[config.mk]
export PLATFORM = sky130hd
export DESIGN_NAME = mips_stage_sequencer
export DESIGN_NICKNAME = d
export VERILOG_FILES = /design/src/rtl/mips_stage_sequencer.sv
export SDC_FILE = /design/constraint.sdc
export NUM_CORES = 1
export LEC_CHECK = 0
export CAP_MARGIN = 10
export CORE_MARGIN = 2
export CORE_UTILIZATION = 48
export DETAILED_ROUTE_END_ITERATION = 7
export PLACE_DENSITY = 0.83
export REMOVE_ABC_BUFFERS = 1
export SLEW_MARGIN = 25
export SYNTH_ARGS = -nofsm -noshare
export SYNTH_HDL_FRONTEND = slang
export SYNTH_SLANG_ARGS = --single-unit
[constraint.sdc]
create_clock -name i_clock -period 7.25 [get_ports i_clock]
set_clock_uncertainty 0.2 [all_clocks]
set_input_delay 1.45 -clock i_clock [delete_from_list [all_inputs] [get_ports i_clock]]
set_output_delay 1.45 -clock i_clock [all_outputs]
set_load 0.005 [all_outputs]
[src/rtl/mips_stage_sequencer.sv]
// Stage counter and program-counter sequencer for the multi-cycle MIPS core; all state moves on the clock's falling edge.
// Define MIPS_SEQ_PERF_COUNT_EN to build the saturating cycle/retired-instruction counters; otherwise they read 0.
module mips_stage_sequencer #(
    parameter int PC_WIDTH          = 8,
    parameter int INSTRUCTION_COUNT = 12,
    parameter int STAGE_COUNT       = 5,
    parameter int STAGE_WIDTH       = $clog2(STAGE_COUNT),
    parameter int COUNT_WIDTH       = 32
) (
    input  logic                   i_clock,
    input  logic                   i_reset,
    input  logic                   i_start,
    input  logic                   i_stall,
    input  logic                   i_branch,
    input  logic                   i_zero,
    input  logic [PC_WIDTH-1:0]    i_offset,
    input  logic                   i_jump,
    input  logic [PC_WIDTH-1:0]    i_jump_target,
    input  logic                   i_end_program,
    output logic [PC_WIDTH-1:0]    o_pc,
    output logic [STAGE_WIDTH-1:0] o_stage,
    output logic                   o_fetch_en,
    output logic                   o_last_stage,
    output logic                   o_endl,
    output logic [COUNT_WIDTH-1:0] o_cycle_count,
    output logic [COUNT_WIDTH-1:0] o_retired_count
);
    typedef enum logic [1:0] {S_IDLE, S_RUN, S_HALTED} state_t;

    localparam int W2 = PC_WIDTH + 2;
    localparam logic [STAGE_WIDTH-1:0] LAST_STAGE = STAGE_WIDTH'(STAGE_COUNT - 1);
    localparam logic [PC_WIDTH-1:0]    LAST_PC    = PC_WIDTH'(INSTRUCTION_COUNT - 1);
    localparam logic signed [W2-1:0]   IC_S       = W2'(INSTRUCTION_COUNT);
    localparam logic signed [W2-1:0]   ONE_S      = W2'(1);
    localparam logic [W2-1:0]          IC_U       = W2'(INSTRUCTION_COUNT);

    state_t                   r_state;
    logic [PC_WIDTH-1:0]      r_pc;
    logic [STAGE_WIDTH-1:0]   r_stage;
    logic                     r_fetch_en;
    logic                     r_last_stage;
    logic                     r_endl;

    state_t                   w_nxt_state;
    logic [PC_WIDTH-1:0]      w_nxt_pc;
    logic [STAGE_WIDTH-1:0]   w_nxt_stage;
    logic [PC_WIDTH-1:0]      w_target_pc;
    logic [PC_WIDTH-1:0]      w_jump_pc;
    logic [PC_WIDTH-1:0]      w_seq_pc;
    logic [PC_WIDTH-1:0]      w_br_pc;
    logic signed [W2-1:0]     w_br_sum;
    logic signed [W2-1:0]     w_br_rem;
    logic signed [W2-1:0]     w_br_mod;

    // Branch target is formed signed with two guard bits, then folded into 0..INSTRUCTION_COUNT-1.
    assign w_br_sum  = $signed({2'b00, r_pc}) + ONE_S + $signed({{2{i_offset[PC_WIDTH-1]}}, i_offset});
    assign w_br_rem  = w_br_sum % IC_S;
    assign w_br_mod  = w_br_rem[W2-1] ? w_br_rem + IC_S : w_br_rem;
    assign w_br_pc   = PC_WIDTH'(w_br_mod);
    assign w_jump_pc = PC_WIDTH'({2'b00, i_jump_target} % IC_U);
    assign w_seq_pc  = (r_pc == LAST_PC) ? '0 : r_pc + PC_WIDTH'(1);

    always_comb begin
        if (i_jump)
            w_target_pc = w_jump_pc;
        else if (i_branch && !i_zero)
            w_target_pc = w_br_pc;
        else
            w_target_pc = w_seq_pc;
    end

    // NOTE: every output of always_comb gets a default first so no path can infer a latch.
    always_comb begin
        w_nxt_state = r_state;
        w_nxt_pc    = r_pc;
        w_nxt_stage = r_stage;
        case (r_state)
            S_IDLE: begin
                if (i_start)
                    w_nxt_state = S_RUN;
            end
            S_RUN: begin
                if (i_end_program) begin
                    w_nxt_state = S_HALTED;
                end else if (!i_stall) begin
                    if (r_stage == LAST_STAGE) begin
                        w_nxt_stage = '0;
                        w_nxt_pc    = w_target_pc;
                    end else begin
                        w_nxt_stage = r_stage + STAGE_WIDTH'(1);
                    end
                end
            end
            default: ;
        endcase
    end

    // NOTE: sequential state uses non-blocking assignments so all registers update from pre-edge values.
    always_ff @(negedge i_clock or posedge i_reset) begin
        if (i_reset) begin
            r_state      <= S_IDLE;
            r_pc         <= '0;
            r_stage      <= '0;
            r_fetch_en   <= 1'b0;
            r_last_stage <= 1'b0;
            r_endl       <= 1'b0;
        end else begin
            r_state      <= w_nxt_state;
            r_pc         <= w_nxt_pc;
            r_stage      <= w_nxt_stage;
            r_fetch_en   <= (w_nxt_state == S_RUN) && (w_nxt_stage == '0);
            r_last_stage <= (w_nxt_state == S_RUN) && (w_nxt_stage == LAST_STAGE);
            r_endl       <= (w_nxt_state == S_HALTED);
        end
    end

    assign o_pc         = r_pc;
    assign o_stage      = r_stage;
    assign o_fetch_en   = r_fetch_en;
    assign o_last_stage = r_last_stage;
    assign o_endl       = r_endl;

`ifdef MIPS_SEQ_PERF_COUNT_EN
    logic [COUNT_WIDTH-1:0] r_cycle_count;
    logic [COUNT_WIDTH-1:0] r_retired_count;
    logic                   w_run_cycle;
    logic                   w_retire;

    assign w_run_cycle = (r_state == S_RUN);
    assign w_retire    = w_run_cycle && !i_end_program && !i_stall && (r_stage == LAST_STAGE);

    // Counters stick at all-ones rather than wrapping.
    always_ff @(negedge i_clock or posedge i_reset) begin
        if (i_reset) begin
            r_cycle_count   <= '0;
            r_retired_count <= '0;
        end else begin
            if (w_run_cycle && (r_cycle_count != '1))
                r_cycle_count <= r_cycle_count + COUNT_WIDTH'(1);
            if (w_retire && (r_retired_count != '1))
                r_retired_count <= r_retired_count + COUNT_WIDTH'(1);
        end
    end

    assign o_cycle_count   = r_cycle_count;
    assign o_retired_count = r_retired_count;
`else
    assign o_cycle_count   = '0;
    assign o_retired_count = '0;
`endif

endmodule

==> flow_metrics.tcl <==
set metrics [dict create \
    status "finished, violations left" \
    violations "negative setup slack" \
    dp_slack_ns -2.64 \
    setup_viol 4 \
    grt_max_degree 17 \
    dr.pass1.iters 5 \
    grt_pass1_vias 3480 \
    vias 3586 \
    synth_top_cell_area_share_pct 15.4 \
    cpMaxStageDelayCell "or4_4" \
    wirelength_mm 10.4 \
    p_seq_share_pct 20.0 \
    die_w_microns 84.7 \
    clock-sinks 16 \
    slew_viol_final 0 \
    cts_tree "yes" \
    ys_seq_area_share_pct 12.8 \
    core_sq_um 6310 \
    crit_chain "clkdlybuf4s15_2 > ha_4 > nor2b_4 > o2111ai_4 > nand3_2 > and3_4 > or4_4 > a2111oi_4 > buf_4 > nor4_1 > a32o_1 > nor3_4 > o211ai_4 > mux2i_1 > o221ai_2 > o211a_1 > ha_1 > nor2_1 > a31oi_1 > o21ai_1" \
    start_util_pct 49.5 \
    die_h_microns 84.7 \
    syn_inst 416 \
    tns_ns -7.32 \
    finalHoldViolations 0 \
    slew-limit-headroom_pct 50.1 \
    grt_antenna_before_repair 0 \
    syn_to_final_growth_pct 45.9 \
    final_util_pct 72.2 \
    p_switching_uw 233 \
    num_io_pins 102 \
    cp-end-kind "flop" \
    post_dp_cell_area_sq_um 3990 \
    diodes 0 \
    nFillCells 473 \
    async_flop_share_pct 100 \
    drtIter0Drc 163 \
    sw_frac_of_total_pct 41.0 \
    crit_type "input port to flop" \
    wl_met2_mm 5.46 \
    grt_pass1_wl_mm 16.0 \
    critPathMaxFanout 6 \
    drive_gt1_share_pct 36.4 \
    rsz0062_at_grt "yes" \
    hold_class "flop to flop" \
    combPwrFrac_pct 65.1 \
    cpLargestDelayFamily "compound AO/OA/AOI/OAI gates" \
    die_area_sq_um 7170 \
    nNetsFinal 595 \
    dp_hpwl_mm 6.92 \
    worstPathRequired_ns 3.54 \
    avgSynthCellArea_sq_um 7.51 \
    slowest_delay_ns 0.53 \
    io_buffer_count 37 \
    root_buffer "clkbuf_8" \
    p_leak_nw 2.07 \
    power.total_uw 567 \
    drtAntennaViolNets 0 \
    htreeDepth 1 \
    numCtsBuffers 3 \
    grt_overflow_total 0 \
    synthTopCellsByArea "buf_4, dfrtn_1, o21ai_0" \
    final_area_sq_um 4560 \
    ys_ff_latch 16 \
    gp_congestion 0.922 \
    worstMarginPinSlew_ns 0.741 \
    worst_ep_arrival_time_ns 5.47 \
    power_density_nw_per_um2 124 \
    yosysWarningCount 0 \
    clk_pin_slew_ns 0.05 \
    cap_violations 0 \
    setup.worst_path.start_class "input port" \
    clk-insertion-delay-late_ns 0.27 \
    grt_usage_pct 26.6 \
    worst-path-buf-inv 2 \
    wl_per_cell_microns 16.4 \
    routed.top_layer "met4" \
    synth_largest_area_cell "buf_4" \
    peakVddDrop_mv 0.114 \
    vias_per_cell 5.67 \
    wl_met1_mm 3.98 \
    cts_max_path_buffers 2 \
    p_clk_share_pct 14.9 \
    syn_area_sq_um 3120 \
    drc 0 \
    rows 29 \
    wl_met3_microns 787 \
    setup_slack_ns -1.93 \
    p_int_uw 334 \
    ys_types 74 \
    ys.flop_type "dfrtn_1" \
    synth_edf_count 0 \
]
==> metrics by stage <==
stage               std cells  hold slack [ns]
global placement          611            0.282
global route              632            0.356
floorplan                 399            0.252
CTS                       627            0.310
detailed placement        611            0.310
finish                    632            0.306
==> cell families after synthesis <==
logic type	count (synthesis)	share of synthesized area (%)
AO/OA/AOI/OAI	118	28.0
XOR/XNOR	18	5.29
adder cells (fa/ha/maj)	15	6.25
buffers and inverters	89	19.3
flip-flops	16	12.8
multiplexers	8	2.64
other	1	0.120
AND/OR/NAND/NOR	151	25.6
==> synthesized netlist by cell type, types with 8 or more instances <==
master and number:
buf_4 64, xnor2_1 9, inv_1 9, nand3_1 15
dfrtn_1 16, nor2_1 28, nand2_1 36, nor3_1 12
and3_1 9, o21ai_0 38, ha_1 14, a21oi_1 23
xor2_1 8
==> metal layers <==
metal / vias to the layer above / global-route usage, %
met5: - / 0
met4: 0 / 6.93
met3: 22 / 5.21
met2: 185 / 48.5
met1: 1715 / 31.9
li1: 1664 / -
==> placed cells by master (no fill, tap or decap), types with 8 or more instances in the layout <==
master / synthesis / routed
a21oi_1: 23 / 19
buf_4: 64 / 107
buf_6: 3 / 9
clkdlybuf4s50_1: 0 / 29
conb_1: 1 / 64
dfrtn_1: 16 / 16
inv_1: 9 / 8
nand2_1: 36 / 32
nand3_1: 15 / 13
nor2_1: 28 / 26
nor3_1: 12 / 9
o21ai_0: 38 / 33
xnor2_1: 9 / 8
xor2_1: 8 / 8
==> power groups by stage <==
stage	clock, mW	combinational [mW]	sequential (mW)
floorplan	0	0.159	0.113
detailed placement	0	0.300	0.114
global route	0.0897	0.398	0.115
CTS	0.0838	0.334	0.114
finish	0.0843	0.369	0.114
global placement	0	0.293	0.114
==> flip-flops by register name (all words and copies together) (netlist names) <==
signal / cells
o_endl: 1
o_fetch_en: 1
o_last_stage: 1
o_pc: 8
o_stage: 3
r_state: 2
==> final cells by class <==
cell class                 count  area, sq um  share of cell area, %
timing repair buffer         152         1260                   27.6
tap                           77         96.3                   2.11
clock buffer                   4         55.1                   1.21
multi-input combinational    374         2710                   59.6
inverter                       9         33.8                  0.741
sequential                    16          400                   8.79
==> worst register-to-register path: cells and delay by family, from the launching register on <==
kind,cells,cell delay [ns]
flops,1,0.54
fa+ha+maj,3,0.84
mux,1,0.18
xor+xnor,1,0.29
buf+inv,1,0.22
simple gates,9,1.82
compound gates,7,1.27
==> final timing paths <==
| path | startpoint | end | slack [ns] | depth (start not counted) |
|---|---|---|---|---|
| max | i_offset[2] | o_pc[3] | -1.93 | 20 |
| max reg2reg | o_pc[0] | o_pc[3] | 1.71 | 22 |
| min in group asynchronous | i_reset | o_stage[1] | 4.88 | 2 |
| min | r_state[0] | r_state[1] | 0.31 | 1 |
| max in group asynchronous | i_reset | o_pc[5] | 1.52 | 2 |
| min reg2reg | r_state[0] | r_state[1] | 0.31 | 1 |
==> what timing repair did <==
action | in CTS | in global routing
hold buffers | 0 | 0
resized for setup | 59 | 35
setup buffers | 12 | 5
pin swaps | 37 | 26
endpoints found under the setup margin | 4 | 4
No activity file was read; power rests on OpenSTA's default activity.
